===== src/rtl/present_ti_round_ctrl.sv =====
// present_ti_round_ctrl: serial 3-share PRESENT datapath around an external TI S-box.
// Define PRESENT_TI_KEYADD_MERGE_EN to fold the round key add into the S-box pass.
module present_ti_round_ctrl #(
  parameter int NROUNDS  = 31,
  parameter int SBOX_LAT = 1
) (
  input  logic        clk,
  input  logic        rst_n,
  input  logic        start,
  input  logic [63:0] pt1,
  input  logic [63:0] pt2,
  input  logic [63:0] pt3,
  input  logic [63:0] rk1,
  input  logic [63:0] rk2,
  input  logic [63:0] rk3,
  output logic [4:0]  round_idx,
  output logic [3:0]  sboxIn1,
  output logic [3:0]  sboxIn2,
  output logic [3:0]  sboxIn3,
  input  logic [3:0]  share1,
  input  logic [3:0]  share2,
  input  logic [3:0]  share3,
  output logic [63:0] ct1,
  output logic [63:0] ct2,
  output logic [63:0] ct3,
  output logic        busy,
  output logic        done
);

  typedef enum logic [2:0] {
    IDLE, KEYADD, SBOX, PLAYER, FINAL, DONE
  } state_t;

`ifdef PRESENT_TI_KEYADD_MERGE_EN
  localparam state_t ENTRY = SBOX;
  localparam logic   MERGE = 1'b1;
`else
  localparam state_t ENTRY = KEYADD;
  localparam logic   MERGE = 1'b0;
`endif

  localparam logic [4:0] LAST = 5'(15 + SBOX_LAT);
  localparam logic [4:0] NR   = 5'(NROUNDS);

  state_t      st, st_nx;
  logic [63:0] s1, s2, s3;
  logic [63:0] s1_nx, s2_nx, s3_nx;
  logic [4:0]  ri_nx, nib_cnt, nc_nx;
  logic        busy_nx, done_nx, load;
  logic [3:0]  wb;
  logic [5:0]  rd, wr;

  function automatic logic [63:0] play(input logic [63:0] x);
    logic [63:0] y;
    y[63] = x[63];
    for (int i = 0; i < 63; i++) y[(16 * i) % 63] = x[i];
    return y;
  endfunction

  assign ct1 = s1;
  assign ct2 = s2;
  assign ct3 = s3;
  assign rd  = {nib_cnt[3:0], 2'b00};
  assign wb  = nib_cnt[3:0] - 4'd1;
  assign wr  = {wb, 2'b00};

  always_ff @(posedge clk or negedge rst_n) begin
    if (!rst_n) begin
      st        <= IDLE;
      s1        <= '0;
      s2        <= '0;
      s3        <= '0;
      round_idx <= '0;
      nib_cnt   <= '0;
      busy      <= 1'b0;
      done      <= 1'b0;
    end else begin
      st        <= st_nx;
      s1        <= s1_nx;
      s2        <= s2_nx;
      s3        <= s3_nx;
      round_idx <= ri_nx;
      nib_cnt   <= nc_nx;
      busy      <= busy_nx;
      done      <= done_nx;
    end
  end

  always_comb begin
    st_nx   = st;
    s1_nx   = s1;
    s2_nx   = s2;
    s3_nx   = s3;
    ri_nx   = round_idx;
    nc_nx   = nib_cnt;
    busy_nx = busy;
    done_nx = 1'b0;
    load    = 1'b0;
    sboxIn1 = 4'd0;
    sboxIn2 = 4'd0;
    sboxIn3 = 4'd0;
    unique case (st)
      IDLE: load = start;
      KEYADD: begin
        s1_nx = s1 ^ rk1;
        s2_nx = s2 ^ rk2;
        s3_nx = s3 ^ rk3;
        nc_nx = 5'd0;
        st_nx = SBOX;
      end
      SBOX: begin
        if (nib_cnt < 5'd16) begin
          sboxIn1 = s1[rd +: 4] ^ (rk1[rd +: 4] & {4{MERGE}});
          sboxIn2 = s2[rd +: 4] ^ (rk2[rd +: 4] & {4{MERGE}});
          sboxIn3 = s3[rd +: 4] ^ (rk3[rd +: 4] & {4{MERGE}});
        end
        // S-box result for nibble c-1 arrives while nibble c is sent
        if (nib_cnt != 5'd0) begin
          s1_nx[wr +: 4] = share1;
          s2_nx[wr +: 4] = share2;
          s3_nx[wr +: 4] = share3;
        end
        if (nib_cnt == LAST) st_nx = PLAYER;
        else nc_nx = nib_cnt + 5'd1;
      end
      PLAYER: begin
        s1_nx = play(s1);
        s2_nx = play(s2);
        s3_nx = play(s3);
        nc_nx = 5'd0;
        if (round_idx < NR) begin
          ri_nx = round_idx + 5'd1;
          st_nx = ENTRY;
        end else begin
          // round key 32 wraps to index 0 on the 5-bit bus
          ri_nx = 5'd0;
          st_nx = FINAL;
        end
      end
      FINAL: begin
        s1_nx   = s1 ^ rk1;
        s2_nx   = s2 ^ rk2;
        s3_nx   = s3 ^ rk3;
        busy_nx = 1'b0;
        done_nx = 1'b1;
        st_nx   = DONE;
      end
      DONE: begin
        load = start;
        if (!start) begin
          ri_nx = 5'd0;
          st_nx = IDLE;
        end
      end
      default: st_nx = IDLE;
    endcase
    if (load) begin
      s1_nx   = pt1;
      s2_nx   = pt2;
      s3_nx   = pt3;
      ri_nx   = 5'd1;
      nc_nx   = 5'd0;
      busy_nx = 1'b1;
      st_nx   = ENTRY;
    end
  end

endmodule


===== config.mk =====
export PLATFORM = sky130hd
export DESIGN_NAME = present_ti_round_ctrl
export DESIGN_NICKNAME = d
export VERILOG_FILES = /design/src/rtl/present_ti_round_ctrl.sv
export SDC_FILE = /design/constraint.sdc
export NUM_CORES = 1
export LEC_CHECK = 0
export ABC_AREA = 1
export CAP_MARGIN = 20
export CORE_MARGIN = 10
export CORE_UTILIZATION = 30
export CTS_CLUSTER_DIAMETER = 200
export CTS_CLUSTER_SIZE = 28
export DETAILED_ROUTE_END_ITERATION = 10
export PLACE_DENSITY = 0.54
export SYNTH_ARGS = -nofsm -noshare
export SYNTH_HDL_FRONTEND = slang
export SYNTH_SLANG_ARGS = --single-unit

===== constraint.sdc =====
create_clock -name clk -period 3.7 [get_ports clk]
set_clock_uncertainty 0.1 [all_clocks]
set_input_delay 0.74 -clock clk [delete_from_list [all_inputs] [get_ports clk]]
set_output_delay 0.74 -clock clk [all_outputs]
set_load 0.005 [all_outputs]

==> impl_summary.md <==
Clocking
Clock-pin slew was measured on the worst setup and hold paths at 0.14 ns. The CTS tree is yes. The number of H-tree levels is 1. The maximum count of clock buffers along a single path is 3. At the later pin of the worst-skew pair, clock insertion delay measures 0.54 ns. The number of hold-repair buffers added at the cts stage is 0. The number of clock buffers added by TritonCTS is 11. The clock tree root buffer cell is clkbuf_16.

The tree built by TritonCTS fans out to 207 sinks.

Cells and area
The net count of the finished layout is 3830. Of the cells placed in the final design, the portion with a size suffix greater than 1 is 0.0966. The utilization after layout is 0.443. The final design area excluding fillers is 26000 µm². Relative to the synthesized area, the layout overhead comes to 46.6%.

The fill cell instance count of the final layout is 6303. The most common cell after layout, fill and taps aside is nand2_1. In the layout the commonest cells are nand2_1 (799), clkdlybuf4s50_1 (604), nor2_1 (390).

STA
The number of failing setup endpoints in the final timing report is 1. At the pin with the least slew margin, the transition time is 0.861 ns. The number of hold violations in the final report is 0. Setup total negative slack on the finished layout was measured at -0.00283 ns. Setup repair after global routing left no endpoint under its margin. The count of final max-slew check failures is 0. Static timing analysis puts the maximum clock frequency at 270 MHz. Dividing the final minimum period by the clock period gives 1.00. The worst setup margin is -0.00283 ns. The max-slew headroom at the worst pin is 0.426. The clock period minus worst slack is between 3 and 4 ns.

GRT
The first-pass GRT wire length is between 150000 and 200000 µm. The initial antenna violation count came to 21. The total overflow reported by the global router is 0. The maximum number of pins on one net before global-route repair is 135.

For this run, global-route usage on met2 was measured as 0.562. The via count of the first global-routing pass was 23598. The routing usage on met1 is 0.438. The busiest layer in global routing is met2.

Across every metal layer, demand over resource in global routing totals 0.352. The met3 track demand over resource in global routing is 0.0885.

Setup path
The largest individual stage delay along the critical path comes from the cell clkdlybuf4s50_1. In this design, the stage delay of the slowest critical-path cell is roughly 0.60 ns. The kind of critical path is reg -> out.

Along the worst path, the maximum fanout reaches 57. In this run the critical register-to-register path is captured at ct3[45]$_DFFE_PN0P_. Walking the worst path, the cells encountered are clkinv_8 > buf_12 > a21oi_1 > o21ai_0 > nand2_1 > nand2_1 > a31oi_1 > clkdlybuf4s50_1. The dominant cell type by count on the critical path is nand2_1. Data on the critical path is required at its endpoint by 2.86 ns. The logic depth of the worst register-to-register path is 10. The critical path arrival is 2.86 ns. The kind of capture point of the worst setup path is an output port. The source of the worst register-to-register timing path is nib_cnt[0]$_DFFE_PN0P_. The sort of element at the start of the critical path is a flip-flop. The worst register-to-register path has a setup slack of 0.30 ns.

Yosys
For this run, the register share of the synthesized area comes to 0.292. The post-synthesis cell type count is 41. The average footprint of a synthesized cell is 6.33 µm². The synthesized area is ~18000 µm². During synthesis, Yosys emitted a total of 0 warnings. The net count of the mapped netlist is 3212. Counting flops and latches in the post-synthesis netlist gives approximately 210. The synthesized instance count is 2807.

Pwr
In this run the static leakage power is 0.0122 µW. The analysis attributes to net switching a power of a little over 2000 µW. Cell internal power was estimated by the tool at 3910 µW.

The clock network power share is 0.253. For this design the ratio of total power to cell area is 229 nW/µm². The fraction of power spent switching nets is 0.345. The worst IR drop on VDD is between 200 and 300 µV. The completed layout was analyzed and its total power is between 5000 and 6000 µW. The portion of total power attributed to combinational logic is 0.294. The sequential share of power is 0.453.

Run status
The checks that failed: setup timing. The run finished, with violations left.

Routing
The count of routing violations after the opening detailed-route iteration is around 2700. The final routed wirelength across all metal layers is between 100000 and 150000 µm. The via count is between 20000 and 25000. After detailed routing, the number of remaining DRC violations is 0. The detail route stage leaves a number of antenna-violating nets equal to 0. The number of search-and-repair iterations in the first detailed-routing pass is 6. The detail-routed net length per standard cell is approximately 30 µm. Dividing the detail-routed via count by the number of cells gives 5.69.

Job
Max-cap violations in this run came to 0.

Place
Port buffering added 609 buffers. Detailed placement ended at an HPWL of 102000 µm. Summing all placed instances gives a cell area of 25500 µm². The final RePlAce weighted congestion is 1.07.

Floorplanning
The die area is approximately 69000 µm². The initial cell density of the core is 0.302. From left edge to right edge, the die measures approximately 260 µm. The die is between 200 and 300 µm tall. The initialized floorplan defines a little under 90 standard-cell rows. In this run the count of I/O pins placed on the die edge is 610. The placeable core area is 58800 µm².

Worst hold path
The worst min-delay path category is in -> async.
==> worst max-delay path: cells and delay by family, from the launching register on <==
kind	cells	cell delay, ns
compound gates	3	0.60
buf+inv	3	0.96
simple gates	2	0.17
flops	1	0.53
==> kinds of logic (layout without fill, tap and decap cells) <==
| family | after synthesis | in the layout | share of synthesized area |
|---|---|---|---|
| xor gates and xnor gates | 149 | 149 | 0.0734 |
| buffers and inverters | 339 | 957 | 0.0798 |
| and+or+nand+nor | 1499 | 1499 | 0.351 |
| DFF | 207 | 207 | 0.292 |
| AOI/OAI and AO/OA | 607 | 607 | 0.200 |
| other | 0 | 17 | 0 |
| adders and majority gates | 6 | 6 | 0.00422 |
==> synth_stat cells, drive strengths merged <==
library cell / n / area (µm²)
a22o: 1 / 8.76
a211oi: 3 / 22.5
o211ai: 9 / 67.6
buf: 70 / 405
nand4: 32 / 206
a22oi: 16 / 120
o22ai: 4 / 25.0
o21ai: 298 / 1500
nor2: 398 / 1520
or2: 75 / 469
xor2: 138 / 1210
o221ai: 3 / 26.3
a221oi: 74 / 648
xnor2: 11 / 96.3
inv: 155 / 584
o2111ai: 1 / 8.76
a21oi: 137 / 716
nand3: 174 / 876
ha: 6 / 75.1
nand2: 814 / 3130
nor3: 6 / 30.0
o21bai: 6 / 45.0
dfrtp: 207 / 5180
a31oi: 45 / 282
a32oi: 10 / 87.6
clkbuf: 114 / 428
==> flip-flops by register name (all words and copies together), names as in the netlist <==
signal	flops
ct1	64
ct2	64
ct3	64
nib_cnt	5
round_idx	5
st	3
busy	1
done	1
==> power by group through the flow <==
stage	sequential (µW)	combinational [µW]	clock, µW
3_3_place_gp	2730	1710	0
4_1_cts	2690	1740	1520
3_5_place_dp	2730	1710	0
2_1_floorplan	2640	374	0
5_1_grt	2710	1840	1580
6_report	2700	1750	1510
==> stage by stage <==
step / setup slack [ns] / std cells / hold slack (ns)
2_1_floorplan: 0.819 / 2807 / 0.344
3_3_place_gp: 0.0603 / 4181 / 0.375
3_5_place_dp: 0.0337 / 4181 / 0.373
4_1_cts: -0.0177 / 4196 / 0.165
5_1_grt: 0.000460 / 4210 / 0.183
6_report: -0.00283 / 4215 / 0.139
==> area by class of cell <==
cell class                      count  area (µm²)  share of cell area
Antenna cell                       17        42.5             0.00163
Multi-Input combinational cell   2261       11300               0.434
Clock inverter                      1        20.0            0.000769
Timing Repair Buffer              789        7650               0.294
Sequential cell                   207        5180               0.199
Inverter                          155         603              0.0232
Clock buffer                       12         279              0.0107
Tap cell                          773         967              0.0371
==> worst max path at each step <==
stage,start,end,slack (ns),cells past startpoint
after floorplan,nib_cnt[0]$_DFFE_PN0P_,ct3[38]$_DFFE_PN0P_,0.82,18
after global placement,nib_cnt[0]$_DFFE_PN0P_,sboxIn2[0],0.06,8
after detailed placement,nib_cnt[0]$_DFFE_PN0P_,sboxIn2[0],0.03,8
after CTS,nib_cnt[1]$_DFFE_PN0P_,sboxIn2[2],-0.02,8
after global routing,nib_cnt[0]$_DFFE_PN0P_,sboxIn3[3],0.0005,8
final,nib_cnt[0]$_DFFE_PN0P_,sboxIn2[1],-0.003,8
==> routing by layer <==
| metal | share of wire | vias up |
|---|---|---|
| li1 | - | 10488 |
| met1 | 0.39 | 11703 |
| met2 | 0.46 | 1510 |
| met3 | 0.098 | 264 |
| met4 | 0.049 | 14 |
| met5 | 0.00069 | - |
==> timing repair <==
item,in CTS,in global routing
resized for setup,21,17
buffers inserted,2,2
pin swaps,2,4
endpoints found under the setup margin,12,12
(Power assumes the default switching activity.)
